File: src/rtl/led_matrix_pwm_driver_if.sv
// Frame handshake between the render logic (master) and the matrix driver (slave).
interface led_matrix_pwm_driver_if #(
  parameter int ROWS = 8,
  parameter int COLS = 8,
  parameter int BITS = 2
);
  localparam int PIX = ROWS * COLS * BITS;

  logic [PIX-1:0] red_pixels;
  logic [PIX-1:0] green_pixels;
  logic           frame_valid;
  logic           frame_ready;

  modport master (output red_pixels, output green_pixels, output frame_valid, input frame_ready);
  modport slave  (input red_pixels, input green_pixels, input frame_valid, output frame_ready);
endinterface

File: src/rtl/led_matrix_pwm_driver.sv
// Row-scanned dual-colour LED matrix driver with per-pixel PWM, inter-row blanking and a
// double-buffered (pending/display) frame store that swaps only at frame boundaries.

// One column: light each colour while its intensity exceeds the current PWM phase.
module led_matrix_pwm_lane #(
  parameter int BITS = 2
) (
  input  logic [BITS-1:0] red,
  input  logic [BITS-1:0] green,
  input  logic [BITS-1:0] phase,
  output logic            red_on,
  output logic            green_on
);
  assign red_on   = red > phase;
  assign green_on = green > phase;
endmodule

module led_matrix_pwm_driver #(
  parameter int ROWS         = 8,
  parameter int COLS         = 8,
  parameter int BITS         = 2,
  parameter int SLOT_CYCLES  = 4,
  parameter int BLANK_CYCLES = 2
) (
  input  logic                   clock,
  input  logic                   reset_n,
  led_matrix_pwm_driver_if.slave frame,
  output logic [COLS-1:0]        red_driver,
  output logic [COLS-1:0]        green_driver,
  output logic [ROWS-1:0]        row_sink,
  output logic                   frame_start
);
  localparam int PIX     = ROWS * COLS * BITS;
  localparam int RB      = COLS * BITS;
  localparam int PHASES  = (1 << BITS) - 1;
  localparam int CNT_MAX = (SLOT_CYCLES > BLANK_CYCLES) ? SLOT_CYCLES : BLANK_CYCLES;
  localparam int CW      = $clog2(CNT_MAX + 1);
  localparam int RW      = $clog2(ROWS);

  typedef enum logic {BLANK, ACTIVE} state_t;

  state_t          state;
  logic            boot;   // first edge after reset acts as a frame boundary
  logic [CW-1:0]   cnt;
  logic [RW-1:0]   row;
  logic [BITS-1:0] phase;
  logic [PIX-1:0]  disp_r, disp_g, pend_r, pend_g;

  logic            slot_end, blank_end, row_end, boundary;
  logic [BITS-1:0] cmp_phase;
  logic [RB-1:0]   row_r, row_g;
  logic [COLS-1:0] lit_r, lit_g;

  assign slot_end  = cnt == CW'(SLOT_CYCLES - 1);
  assign blank_end = cnt == CW'(BLANK_CYCLES - 1);
  assign row_end   = (state == ACTIVE) && slot_end && (phase == BITS'(PHASES - 1));
  assign boundary  = boot || (row_end && (row == RW'(ROWS - 1)));

  // Drivers are loaded for the phase about to start: phase 0 when leaving BLANK, else phase+1.
  assign cmp_phase = (state == ACTIVE) ? phase + 1'b1 : '0;
  assign row_r     = disp_r[int'(row) * RB +: RB];
  assign row_g     = disp_g[int'(row) * RB +: RB];

  for (genvar c = 0; c < COLS; c++) begin : g_lane
    led_matrix_pwm_lane #(.BITS(BITS)) u_lane (
      .red      (row_r[c*BITS +: BITS]),
      .green    (row_g[c*BITS +: BITS]),
      .phase    (cmp_phase),
      .red_on   (lit_r[c]),
      .green_on (lit_g[c])
    );
  end

  // Scan FSM: blank/active timing, row walk and registered pin outputs.
  always_ff @(posedge clock or negedge reset_n) begin
    if (!reset_n) begin
      state        <= BLANK;
      boot         <= 1'b1;
      cnt          <= '0;
      row          <= '0;
      phase        <= '0;
      red_driver   <= '0;
      green_driver <= '0;
      row_sink     <= '1;
      frame_start  <= 1'b0;
    end else begin
      frame_start <= boundary;
      boot        <= 1'b0;
      if (boot) begin
        state <= BLANK;
        cnt   <= '0;
        row   <= '0;
      end else begin
        case (state)
          BLANK: begin
            if (blank_end) begin
              state        <= ACTIVE;
              cnt          <= '0;
              phase        <= '0;
              red_driver   <= lit_r;
              green_driver <= lit_g;
              row_sink     <= ~(ROWS'(1) << row);
            end else begin
              cnt <= cnt + 1'b1;
            end
          end
          ACTIVE: begin
            if (slot_end) begin
              cnt <= '0;
              if (phase == BITS'(PHASES - 1)) begin
                // columns off before the row select moves
                state        <= BLANK;
                red_driver   <= '0;
                green_driver <= '0;
                row_sink     <= '1;
                row          <= (row == RW'(ROWS - 1)) ? '0 : row + 1'b1;
              end else begin
                phase        <= phase + 1'b1;
                red_driver   <= lit_r;
                green_driver <= lit_g;
              end
            end else begin
              cnt <= cnt + 1'b1;
            end
          end
          default: state <= BLANK;
        endcase
      end
    end
  end

  // Frame buffers: accept into pending when empty, move to display only at a boundary.
  always_ff @(posedge clock or negedge reset_n) begin
    if (!reset_n) begin
      pend_r            <= '0;
      pend_g            <= '0;
      disp_r            <= '0;
      disp_g            <= '0;
      frame.frame_ready <= 1'b1;
    end else if (frame.frame_valid && frame.frame_ready) begin
      pend_r            <= frame.red_pixels;
      pend_g            <= frame.green_pixels;
      frame.frame_ready <= 1'b0;
    end else if (boundary && !frame.frame_ready) begin
      disp_r            <= pend_r;
      disp_g            <= pend_g;
      frame.frame_ready <= 1'b1;
    end
  end
endmodule

File: src/flat_wrapper.sv
// flat-port wrapper written by rule: the top's interface ports become plain ports
module led_matrix_pwm_driver_flat 
#(
  parameter int ROWS         = 8,
  parameter int COLS         = 8,
  parameter int BITS         = 2,
  parameter int SLOT_CYCLES  = 4,
  parameter int BLANK_CYCLES = 2
)
  (clock, reset_n, red_driver, green_driver, row_sink, frame_start, frame_red_pixels, frame_green_pixels, frame_frame_valid, frame_frame_ready);
  led_matrix_pwm_driver_if #(.ROWS(ROWS), .COLS(COLS), .BITS(BITS)) frame_i ();
  input  logic clock;
  input  logic reset_n;
  output logic [COLS-1:0] red_driver;
  output logic [COLS-1:0] green_driver;
  output logic [ROWS-1:0] row_sink;
  output logic frame_start;
  input wire logic [$bits(frame_i.red_pixels)-1:0] frame_red_pixels;
  input wire logic [$bits(frame_i.green_pixels)-1:0] frame_green_pixels;
  input wire logic [$bits(frame_i.frame_valid)-1:0] frame_frame_valid;
  output wire logic [$bits(frame_i.frame_ready)-1:0] frame_frame_ready;
  assign frame_i.red_pixels = frame_red_pixels;
  assign frame_i.green_pixels = frame_green_pixels;
  assign frame_i.frame_valid = frame_frame_valid;
  assign frame_frame_ready = frame_i.frame_ready;
  led_matrix_pwm_driver #(.ROWS(ROWS), .COLS(COLS), .BITS(BITS), .SLOT_CYCLES(SLOT_CYCLES), .BLANK_CYCLES(BLANK_CYCLES)) u_core (.clock(clock), .reset_n(reset_n), .frame(frame_i), .red_driver(red_driver), .green_driver(green_driver), .row_sink(row_sink), .frame_start(frame_start));
endmodule
File: config.mk
export PLATFORM = sky130hd
export DESIGN_NAME = led_matrix_pwm_driver_flat
export DESIGN_NICKNAME = d
export VERILOG_FILES = /design/src/rtl/led_matrix_pwm_driver_if.sv /design/src/rtl/led_matrix_pwm_driver.sv /design/src/flat_wrapper.sv
export SDC_FILE = /design/constraint.sdc
export NUM_CORES = 1
export LEC_CHECK = 0
export BUFFER_PORTS_ARGS = -buffer_cell sky130_fd_sc_hd__buf_2
export CAP_MARGIN = 0
export CORE_MARGIN = 2
export CORE_UTILIZATION = 58
export DETAILED_ROUTE_END_ITERATION = 16
export HOLD_SLACK_MARGIN = 0.08
export MAX_ROUTING_LAYER = met4
export PLACE_DENSITY_LB_ADDON = 0.3
export SYNTH_ARGS = -nofsm -noshare
export SYNTH_HDL_FRONTEND = slang
export SYNTH_SLANG_ARGS = --single-unit
export TNS_END_PERCENT = 1
File: constraint.sdc
create_clock -name clock -period 2.9 [get_ports clock]
set_input_delay 0.435 -clock clock [delete_from_list [all_inputs] [get_ports clock]]
set_output_delay 0.435 -clock clock [all_outputs]
set_load 0.02 [all_outputs]
======== After elaboration in Yosys (flattened, before gate mapping) ========
Index checks and enable logic that the tools add are counted.
operators by class
  add/subtract/negate cells ............... 3
  $lt $le $gt $ge ......................... 16
  equal/unequal tests ..................... 8
  shift-type cells ........................ 3
  multiplexer cells ....................... 33
  bitwise operators ....................... 4
  reductions and logical operators ........ 16
operator list
  cell                   number
  $shiftx A128 B8 Y16    2
  $mux W8                9
  $pmux W8 S2            3
  $gt A2 B2 Y1           16
  $mux W3                8
  $mux W2                4
  $not A8 Y8             1
  $reduce_and A4 Y1      2
  $reduce_bool A2 Y1     4
  $shl A1 B3 Y8 const A  1
  $add A3 B1 Y3 const B  2
  $mux W1                6
  $ne A2 B2 Y1 const B   3
  $pmux W3 S2            1
  $reduce_and A3 Y1      2
  $logic_and A1 B1 Y1    5
  $pmux W2 S2            1
  $eq A3 B1 Y1 const B   1
  $eq A3 B2 Y1 const B   1
  $eq A3 B3 Y1 const B   1
  $not A1 Y1             3
  $add A2 B1 Y2 const B  1
  $eq A2 B2 Y1 const B   1
  $ne A2 B1 Y1 const B   1
  4 further kinds        4
storage, ports and cells
  register bits after elaboration ......... 548
  output and inout bits ................... 26

======== Logic depth before layout (Yosys ltp) ========
Gate-level depths: netlist of run 1.
  depth after elaboration ................. 8
  gate-level depth with buffers ........... 10
  gate-level depth less buffers ........... 7

======== By module ========
From an unflattened synthesis of run 1, not the netlist that was laid out.
second synthesis, totals
  cells, all modules ...................... 1,482
  area, all modules ....................... 23,183.5 um^2
by module, submodules not included
  module                 times used  cells each  area each (um^2)  sequential area each (um^2)
  led_matrix_pwm_driver  1           1,394       22,452.8          13,725.7
  led_matrix_pwm_lane    8           11          91.3              0.0

======== Worst setup path before layout of run 1 ========
OpenSTA, ideal clock, no wires.
  path type ............................... register to register
  start point ............................. register u_core.row[0]
  end point ............................... register u_core.green_driver[6]
  setup time .............................. 0.123 ns
  data arrival time ....................... 2.083 ns
  required time ........................... 2.777 ns
  slack ................................... 0.694 ns
  stages on the path, launching flop included .. 11
  clock period less this slack ............ 2.206 ns
  cell sequence ........................... dfrtp_1 clkbuf_1 buf_6 buf_6 mux4_2 nand2_1 nand2_1 ha_1 nor2b_1 o21ai_0 o2bb2ai_1
between the ends
  cells in the longest elaborated chain, start to end .. 5
  elaborated cells between the ends (all ways) .. 6
  those cells by class .................... order compare: 1; shift: 1; mux: 4
RTL lines
  what                     line                          RTL
  start, declared          led_matrix_pwm_driver.sv:45   logic [RW-1:0] row;
  start signal, assigned   led_matrix_pwm_driver.sv:116  row <= (row == RW'(ROWS - 1)) ? '0 : row + 1'b1;
  $shiftx A128 B8 Y16 (*)  led_matrix_pwm_driver.sv:62   assign row_g = disp_g[int'(row) * RB +: RB];
  $gt A2 B2 Y1 (*)         led_matrix_pwm_driver.sv:15   assign green_on = green > phase;
  $mux W8                  led_matrix_pwm_driver.sv:110  if (phase == BITS'(PHASES - 1)) begin
  $mux W8                  led_matrix_pwm_driver.sv:108  if (slot_end) begin
  $pmux W8 S2 (*)          led_matrix_pwm_driver.sv:94   case (state)
  end signal, assigned     led_matrix_pwm_driver.sv:101  green_driver <= lit_g;
  end signal, assigned     led_matrix_pwm_driver.sv:120  green_driver <= lit_g;
  end, declared            led_matrix_pwm_driver.sv:29   output logic [COLS-1:0] green_driver,
Every way passes the cells marked *; elsewhere a longest branch is shown, timed or not. The select of a mux whose other input is x is not followed.
A chain may end at the register's enable or synchronous reset.

======== Final worst setup path of run 1 ========
  start point ............................. register u_core.row[0]
  end point ............................... register u_core.disp_r[99]
between the ends
  cells in the longest elaborated chain, start to end .. 5
RTL lines
  what                         line                          RTL
  $eq A3 B3 Y1                 led_matrix_pwm_driver.sv:57   assign boundary = boot || (row_end && (row == RW'(ROWS - 1)));
  $logic_and A1 B1 Y1          led_matrix_pwm_driver.sv:57
  $logic_or A1 B1 Y1           led_matrix_pwm_driver.sv:57
  $logic_and A1 B1 Y1          led_matrix_pwm_driver.sv:144  end else if (boundary && !frame.frame_ready) begin
  $reduce_and A2 Y1 (no line)  --
  end signal, assigned         led_matrix_pwm_driver.sv:145  disp_r <= pend_r;
  end, declared                led_matrix_pwm_driver.sv:47   logic [PIX-1:0] disp_r, disp_g, pend_r, pend_g;
Every way passes these cells.

==> out/results.txt, run 1 <==
Slew headroom -> 41.8%
DRT Pass-1 Iters -> 5
Syn Inst Count -> 1,437
Post-CTS Resized -> 0
Die area -> 41,500 um^2
Post-Syn Area -> 23,100 um^2
CTS Sinks -> 548
CP Data Arrival Time -> 2990 ps
Proportion of layout cells with a drive suffix above 1 -> 51.5%
Area grow syn2layout -> 24.5%
Die height -> 204 um
Largest net degree at the start of global routing -> 145
CTS tree -> built
Port Buffers -> 284
Synth async-reset ratio -> 100%
Setup CP Type -> reg2reg
Total wire length -> 51.4 mm
Status -> complete, no violations
Setup TNS -> 0 ps
Clk_skew -> 11.9 ps
Met3 WL -> 2.32 mm
Crit share post-route -> 87.1%
Vias/cell -> 5.52
Post-synth top flop -> dfrtp_1
Avg WL per Cell -> 20.8 um
Final min period -> 2530 ps
Startpoint Class -> flop
Post-DP HPWL -> 32.4 mm
Post-CTS Hold Buffers -> 179
Number of synthesized flops with an enable pin -> 0
# rows -> 73
Syn nets -> 1,739
WL met2 -> 26.5 mm
Max-cap violations -> 0
Critical Path RT -> 3370 ps
Clock Pin Slew Worst Setup and Hold Paths -> 60 ps
DRT met1 WL -> 20.9 mm
Final hold violation count -> 0
Top routing layer in use -> met4
P_leak -> 12.7 nW
First-pass GRT wire length -> 81.7 mm
PwrDens -> 840 nW/um^2
Vias -> 13,700
Chip Width -> 204 um
Final setup vio count -> 0
Post-route antenna net violation count -> 0
Clock buffer depth -> 3
HP Class -> in2reg
DRC -> 0
CTS H-Tree Depth -> 2
Nets -> 2,207
Synth cell types -> 34
Ports -> 285
RePlAce Congestion -> 0.821
Pre-CTS setup slack -> 434 ps
CTS Buf Count -> 54
Initial antenna violation count -> 3
Worst-Margin Slew -> 874 ps
Grt ovf -> 0
DRT iter0 DRCs -> 545
Post-synthesis sequential area ratio -> 59.4%
Clk Latency, worst-skew pair -> 590 ps
Seq cells post-synth -> 548
RSZ-0062 raised after global routing -> false
Core Region -> 39,500 um^2
GRT Total Usage -> 26.5%
Crit. End Element -> flop
Vias in the first global route -> 15,000
Peak Freq -> 0.396 GHz
Maximum VDD drop -> 0.000546 V
Initial Utilization -> 58.5%
Clock root buffer -> clkbuf_16
# Post-CTS Setup Buffers -> 0
Yosys warnings -> 0
Critical-path maximum fanout -> 144
Setup ws final -> 374 ps
Syn_area_per_cell -> 16.1 um^2
Final Max Slew Viols -> 0
stage by stage:
stage          std cells  hold slack (ps)  total power, mW  instance area, um^2  util (%)
2_1_floorplan       1437              139             15.0                23100         -
6_report            2475             94.3             24.2                28800      72.8
3_5_place_dp        2193              468             16.8                25100      63.4
4_1_cts             2470             80.5             24.3                28800      72.7
5_1_grt             2475             82.2             25.5                28800      72.8
3_3_place_gp        2193              454             16.4                25100      63.4
worst max-delay path, stage by stage, from the launching register on:
cell and delay, ps:
dfrtp_4 450, ha_1 190, ha_1 200, a41oi_1 210, nor2_4 210, buf_12 500
mux2_2 430
final timing paths:
| kind | startpoint | to | slack (ps) | cells past startpoint |
|---|---|---|---|---|
| worst min register to register | u_core.cnt[0] | u_core.cnt[0] | 480 | 1 |
| worst max register to register | u_core.row[0] | u_core.disp_r[99] | 370 | 6 |
| min in group asynchronous | reset_n | u_core.pend_g[108] | 430 | 2 |
| max in group asynchronous | reset_n | u_core.pend_r[58] | 1520 | 3 |
| worst max-delay path | u_core.row[0] | u_core.disp_r[99] | 370 | 6 |
| worst min-delay path | frame_green_pixels[33] | u_core.pend_g[33] | 90 | 2 |
power breakdown:
group / total, mW / switching, mW / internal [mW]
Sequential: 11.5 / 1.36 / 10.1
Clock: 7.28 / 2.89 / 4.39
Combinational: 5.42 / 2.16 / 3.26
per-layer routing:
metal / vias up / GRT usage (%)
met4: 0 / 10.1
li1: 6136 / -
met3: 103 / 4.49
met1: 7105 / 32.9
met5: - / -
met2: 316 / 44.0
cells by family after synthesis:
family                     after synthesis  synth area share [%]
muxes                                  600                  32.3
DFF                                    548                  59.4
and+or+nand+nor                        110                  2.09
buffers and inverters                   91                  2.61
AOI/OAI and AO/OA                       44                  1.35
adders and majority gates               43                  2.33
other                                    1                0.0162
cells in the mapped netlist (all sizes together) (2+ instances only):
cell type  count  share of area [%]
dfrtp        538                 58
mux2         519                 25
nand2         77                1.2
buf           72                2.3
mux4          64                6.2
ha            43                2.3
nor2b         19               0.51
mux2i         17               0.74
o21ai         17               0.37
o2bb2ai       16               0.61
clkbuf        10               0.16
dfstp         10                1.1
inv            9               0.15
nor2           5              0.081
a21oi          4               0.14
a21o           2              0.065
a2bb2oi        2              0.076
nor3           2              0.043
or3            2              0.054
sequential cells by signal, indices dropped and copies added (netlist names):
register	count
u_core.pend_g	128
u_core.red_driver	8
u_core.disp_g	128
u_core.row	3
u_core.phase	2
u_core.frame_start	1
u_core.disp_r	128
u_core.frame.frame_ready	1
u_core.pend_r	128
u_core.state	1
u_core.row_sink	8
u_core.cnt	3
u_core.boot	1
u_core.green_driver	8
placed cells by master, fill, tap and decap left out, types with 2 or more instances in the layout:
master	instances
ha_1	43
nand2_1	76
or3_1	2
dfstp_2	10
clkbuf_16	57
mux4_2	64
diode_2	3
dfrtp_1	536
clkbuf_1	9
buf_12	15
clkinv_2	6
inv_1	8
bufinv_16	3
a2bb2oi_1	2
dfrtp_4	2
nor2_1	4
a21o_1	2
nor2b_1	18
a21oi_1	3
mux2_2	518
buf_4	14
clkbuf_8	22
nor3_1	2
o21ai_0	17
o2bb2ai_1	16
mux2i_1	17
buf_2	283
dlygate4sd3_1	181
cell type report:
| class | count | area (um^2) |
|---|---|---|
| antenna | 3 | 7.51 |
| clock buffer | 88 | 1760 |
| clock inverter | 10 | 128 |
| fill | 2496 | 10800 |
| inverter | 9 | 33.8 |
| multi-input combinational | 798 | 8810 |
| sequential | 548 | 13700 |
| tap | 525 | 657 |
| timing repair buffer | 494 | 3650 |
Power figures use the tool's default switching activity.
==> inputs of run 2 (changes only) <==
Settings changed: PLACE_DENSITY set to 0.87, PLACE_DENSITY_LB_ADDON 0.3 to unset.
Clock period 2.9 ns to 2.65 ns, I/O delays scaled along.
==> run 2 against run 1 <==
Effect of this change:
- power is 10% higher
- first-iteration DRC count is 48% higher
- wire length rose by 13%
- worst setup slack got worse by 170 ps
- clock power grew 4.9%
- sequential share of layout area decreased by 1.3 points
- die area did not move
- non-clock buffer count up 86
- core utilization grew 2.0 points
- sequential power rose by 10%
- cell area is 2.7% higher
==> out/results.txt, run 2 (synthesis results as in run 1) <==
Final min period -> 2440 ps (-83.1 ps)
Vias/cell -> 5.62 (+1.8%)
Proportion of layout cells with a drive suffix above 1 -> 49.3% (-2.2 points)
Nets -> 2,293 (+3.9%)
Post-Layout Cell Count -> 2,564 (+3.6%)
Critical-path maximum fanout -> 33 (-77%)
Final setup vio count -> 0 (unchanged)
Dpl cells -> 2,203 (+0.46%)
DRT iter0 DRCs -> 806 (+48%)
Initial Utilization -> 58.5% (unchanged)
Fin area -> 29,600 um^2 (+2.7%)
Sw Share -> 27.8% (+1.3 points)
RSZ-0062 raised after global routing -> false
Design Power -> 26.6 mW (+10%)
Final Max Slew Viols -> 0 (unchanged)
Worst-Margin Slew -> 703 ps (-171 ps)
Status -> complete, no violations
Vias -> 14,400 (+5.4%)
Final core utilization -> 74.8% (+2.0 points)
Critical Path RT -> 3110 ps (-260 ps)
Combinational Power Share -> 23.4% (+1.0 points)
P_leak -> 13.0 nW (+2.5%)
Clock buffer depth -> 3 (unchanged)
Crit share post-route -> 92.2% (+5.1 points)
Peak Freq -> 0.409 GHz (+3.4%)
CP Data Arrival Time -> 2910 ps (-80 ps)
Initial antenna violation count -> 9 (+6)
HP Class -> in2reg
DRC -> 0 (unchanged)
Avg WL per Cell -> 22.7 um (+9.1%)
Max-cap violations -> 0 (unchanged)
Sequential Power Share -> 47.9% (+0.4 points)
Crit. End Element -> flop
Final hold violation count -> 0 (unchanged)
Setup CP Type -> reg2reg
Clk Latency, worst-skew pair -> 590 ps (about the same)
Setup TNS -> 0 ps (unchanged)
Vias in the first global route -> 16,100 (+7.1%)
Total wire length -> 58.1 mm (+13%)
Ports -> 285 (unchanged)
Chip Width -> 204 um (unchanged)
Die area -> 41,500 um^2 (unchanged)
Clk_skew -> 11.5 ps (-0.356 ps)
Total net switching power -> 7.40 mW (+15%)
R2R setup slack -> 210 ps (-170 ps)
Clock Pin Slew Worst Setup and Hold Paths -> 60 ps (about the same)
Grt ovf -> 0 (unchanged)
Post-CTS Resized -> 0 (unchanged)
Placed cell areas -> 25,200 um^2 (+0.60%)
RePlAce Congestion -> 0.851 (+3.6%)
GRT Total Usage -> 29.8% (+3.3 points)
PwrDens -> 900 nW/um^2 (+7.1%)
Startpoint Class -> flop
Die height -> 204 um (unchanged)
Post-DP HPWL -> 34.1 mm (+5.4%)
DRT Pass-1 Iters -> 5 (unchanged)
Commonest non-fill, non-tap cell in the layout -> dfrtp_1
Commonest non-fill, non-tap cells in the layout -> 536 x dfrtp_1, 518 x mux2_2, 283 x buf_2, 257 x dlygate4sd3_1, 76 x nand2_1
Area grow syn2layout -> 27.8%
# rows -> 73 (unchanged)
Maximum VDD drop -> 0.000554 V (+1.4%)
CTS tree -> built
Final hold slack -> 271 ps (+177 ps)
Pint -> 19.2 mW (+8.0%)
Slew headroom -> 53.2% (+11 points)
CTS H-Tree Depth -> 2 (unchanged)
Core Region -> 39,500 um^2 (unchanged)
CTS Sinks -> 548 (unchanged)
Port Buffers -> 284 (unchanged)
Setup ws final -> 207 ps (-167 ps)
Clock root buffer -> clkbuf_16
Largest net degree at the start of global routing -> 79 (-46%)
Clock share of power -> 28.7% (-1.4 points)
CTS Buf Count -> 54 (unchanged)
First-pass GRT wire length -> 91.1 mm (+11%)
Post-route antenna net violation count -> 0 (unchanged)
Pre-CTS setup slack -> 291 ps (-144 ps)
[run 2: final cells by class]
cell class,instances,area [um^2]
Antenna cell,9,22.5
Clock buffer,82,1600
Clock inverter,13,144
Fill cell,2254,9980
Inverter,9,33.8
Multi-Input combinational cell,798,8810
Sequential cell,548,13700
Tap cell,525,657
Timing Repair Buffer,580,4560
[run 2: worst paths after layout]
kind	start	endpoint	cells past startpoint
setup / recovery	u_core.row[0]	u_core.green_driver[5]	8
hold / removal	frame_frame_valid	u_core.frame.frame_ready	3
setup reg to reg	u_core.row[0]	u_core.green_driver[5]	8
hold reg to reg	u_core.cnt[0]	u_core.cnt[0]	1
max in group asynchronous	reset_n	u_core.disp_r[5]	3
min in group asynchronous	reset_n	u_core.pend_g[73]	2
[run 2: timing repair]
item	CTS	global route
buffers inserted	0	0
hold endpoints to repair	307	0
hold buffers	257	0
setup endpoints to repair	0	0
[run 2: critical path, cell delays in order, from the launching register on]
cell	delay [ps]
dfrtp_4	460
buf_12	280
mux4_2	580
nand2_1	110
nand2_1	80
ha_1	310
nor2b_1	150
o21ai_0	180
o2bb2ai_1	130
[run 2: power groups by stage]
stage | clock (mW) | combinational, mW | sequential [mW]
after floorplan | 0 | 4.22 | 12.2
after global placement | 0 | 5.54 | 12.5
after detailed placement | 0 | 5.82 | 12.7
after CTS | 7.71 | 6.18 | 12.6
after global routing | 8.15 | 6.76 | 13.0
final | 7.64 | 6.23 | 12.7
[run 2: layer usage]
layer	vias up	track usage [%]	wire length [um]
met3	149	5.24	2790
met5	-	-	0
met1	7511	35.4	22300
li1	6315	-	-
met4	0	11.3	2240
met2	424	51.1	30800
==> inputs of run 3 (changes only) <==
Settings changed: CORE_UTILIZATION 58 to 45, CTS_CLUSTER_SIZE set to 12, PLACE_DENSITY 0.87 to 0.71.
==> run 3 against run 2 <==
Effect of this change:
- combinational power down 3%
- non-clock buffer count down 1
- clock skew up 17 ps
- critical endpoint is now u_core.red_driver[2]
- largest cell class unchanged
- highest routed layer unchanged
==> out/results.txt, run 3 (synthesis results as in run 1) <==
Hold_sp -> frame_frame_valid
GRT met3 Usage -> 3.71% (-1.5 points)
Crit-path cells -> buf_12 -> mux4_2 -> nand2_1 -> nand2_1 -> ha_1 -> nor2b_1 -> o21ai_0 -> o2bb2ai_1
Die area -> 53,200 um^2 (+28%)
Slew headroom -> 47.9% (-5.2 points)
Register area -> 13,700 um^2 (unchanged)
Crit path max-delay cell type -> mux4_2
Final Max Slew Viols -> 0 (unchanged)
Clock share of power -> 29.5% (+0.8 points)
Final hold slack -> 213 ps (-58.3 ps)
Dpl cells -> 2,357 (+7.0%)
DRC -> 0 (unchanged)
Nets -> 2,296 (+0.13%)
PwrDens -> 883 nW/um^2 (-1.9%)
Final setup vio count -> 0 (unchanged)
CTS tree -> built
Top cell by count, worst path -> nand2_1
Clock root buffer -> clkbuf_16
Final min period -> 2370 ps (-71.1 ps)
Initial antenna violation count -> 4 (-5)
Grt met2 use -> 36.7% (-14 points)
RePlAce Congestion -> 0.796 (-6.4%)
Crit. End Element -> flop
DRT Pass-1 Iters -> 4 (-1)
Filler instances -> 3,879 (+72%)
Worst-Margin Slew -> 781 ps (+78.5 ps)
Critical R2R Launch -> u_core.row[0]
Avg WL per Cell -> 20.0 um (-12%)
Die height -> 231 um (+13%)
Sw Share -> 26.9% (-0.92 points)
DRT iter0 DRCs -> 779 (-3.3%)
Total wire length -> 54.4 mm (-6.4%)
Final hold violation count -> 0 (unchanged)
CP Data Arrival Time -> 2850 ps (-60 ps)
RSZ-0062 raised after global routing -> false
Crit share post-route -> 89.5% (-2.7 points)
Critical Path RT -> 3130 ps (+20 ps)
HP Class -> in2reg
Crit path from -> u_core.row[0]
Ports -> 285 (unchanged)
First-pass GRT wire length -> 85.7 mm (-6.0%)
Chip Width -> 231 um (+13%)
Clk_skew -> 28.2 ps (+16.7 ps)
Max-cap violations -> 0 (unchanged)
Largest net degree at the start of global routing -> 88 (+11%)
Reg2Reg Depth -> 8 (unchanged)
Worst Hold End -> u_core.frame.frame_ready
Vias in the first global route -> 15,300 (-4.7%)
Commonest non-fill, non-tap cell in the layout -> dfrtp_1
Post-DP HPWL -> 35.1 mm (+2.7%)
# rows -> 83 (+14%)
Post-Layout Cell Count -> 2,723 (+6.2%)
Combinational Power Share -> 23.0% (-0.4 points)
CTS H-Tree Depth -> 2 (unchanged)
Met1 Use GR -> 26.3% (-9.1 points)
Worst hold path depth -> 3 (unchanged)
Clock Pin Slew Worst Setup and Hold Paths -> 60 ps (about the same)
Vias/cell -> 5.07 (-9.6%)
Clk Latency, worst-skew pair -> 620 ps (+30 ps)
Pint -> 19.3 mW (+0.34%)
Multi-input logic area -> 8810 um^2 (unchanged)
Setup TNS -> 0 ps (unchanged)
Status -> complete, no violations
Clock buffer depth -> 3 (unchanged)
Core Region -> 51,100 um^2 (+29%)
Vias -> 13,800 (-4.0%)
Slowest cell delay on critical path -> 550 ps (-30 ps)
Initial Utilization -> 45.3% (-13 points)
GRT Total Usage -> 21.5% (-8.4 points)
R2R setup slack -> 280 ps (+70 ps)
Sequential Power Share -> 47.5% (-0.4 points)
CTS Buf Count -> 58 (+7.4%)
Startpoint Class -> flop
Global routing's busiest layer -> met2
Maximum VDD drop -> 0.000519 V (-6.3%)
P_leak -> 13.0 nW (+0.28%)
Proportion of layout cells with a drive suffix above 1 -> 49.4% (+0.10 points)
Commonest non-fill, non-tap cells in the layout -> 536 x dfrtp_1, 518 x mux2_2, 283 x buf_2, 257 x dlygate4sd3_1, 76 x nand2_1
Grt ovf -> 0 (unchanged)
Post-route antenna net violation count -> 0 (unchanged)
Port Buffers -> 284 (unchanged)
Critical-path maximum fanout -> 34 (+3.0%)
Peak Freq -> 0.422 GHz (+3.0%)
Total net switching power -> 7.09 mW (-4.2%)
RR Endpoint -> u_core.red_driver[2]
Area grow syn2layout -> 29.1%
CTS Sinks -> 548 (unchanged)
Setup CP Type -> reg2reg
run 3: cell type report:
cell class                 instances  share of cell area (%)
sequential                       548                    46.0
multi-input combinational        798                    29.5
timing repair buffer             579                    15.3
clock buffer                      87                    5.56
tap                              680                    2.85
clock inverter                    17                   0.558
inverter                           9                   0.113
antenna                            5                  0.0419
run 3: layer usage:
layer	routed length, um	part of all wire [%]	vias up
met2	27800	51	299
met5	0	0	-
met3	2540	4.7	85
met4	1320	2.4	0
met1	22800	42	7129
li1	-	-	6305
run 3: worst max-delay path, delay by kind of cell, from the launching register on:
family / cells / cell delay (ps)
multiplexers: 1 / 550
flip-flops: 1 / 460
AND/OR/NAND/NOR: 3 / 340
buffers and inverters: 1 / 320
adder cells (fa/ha/maj): 1 / 290
AO/OA/AOI/OAI: 2 / 250
run 3: per-stage QoR:
| stage | instance area, um^2 | setup slack [ps] | utilization (%) | power (mW) |
|---|---|---|---|---|
| after global placement | 25400 | 269 | 49.8 | 18.1 |
| final | 29800 | 278 | 58.4 | 26.4 |
| after CTS | 29800 | 233 | 58.4 | 26.6 |
| after detailed placement | 25400 | 257 | 49.8 | 18.5 |
| after floorplan | 23100 | 444 | - | 16.4 |
| after global routing | 29800 | 116 | 58.4 | 27.8 |
run 3: what timing repair did:
action	in CTS	in global routing
gates resized for setup	0	0
hold endpoints to repair	290	0
hold buffers	257	0
buffers inserted	0	0
run 3: power by group through the flow:
| stage | clock network [mW] | registers, mW | logic, mW |
|---|---|---|---|
| 3_5_place_dp | 0 | 12.6 | 5.84 |
| 6_report | 7.77 | 12.5 | 6.06 |
| 4_1_cts | 7.96 | 12.5 | 6.17 |
| 3_3_place_gp | 0 | 12.5 | 5.60 |
| 2_1_floorplan | 0 | 12.2 | 4.22 |
| 5_1_grt | 8.32 | 12.8 | 6.67 |
run 3: worst max path at each step:
stage / slack (ps) / depth (start not counted) / to
2_1_floorplan: 440 / 10 / u_core.green_driver[6]
3_3_place_gp: 270 / 8 / u_core.red_driver[6]
3_5_place_dp: 260 / 8 / u_core.red_driver[3]
4_1_cts: 230 / 8 / u_core.red_driver[2]
5_1_grt: 120 / 8 / u_core.red_driver[2]
6_report: 280 / 8 / u_core.red_driver[2]
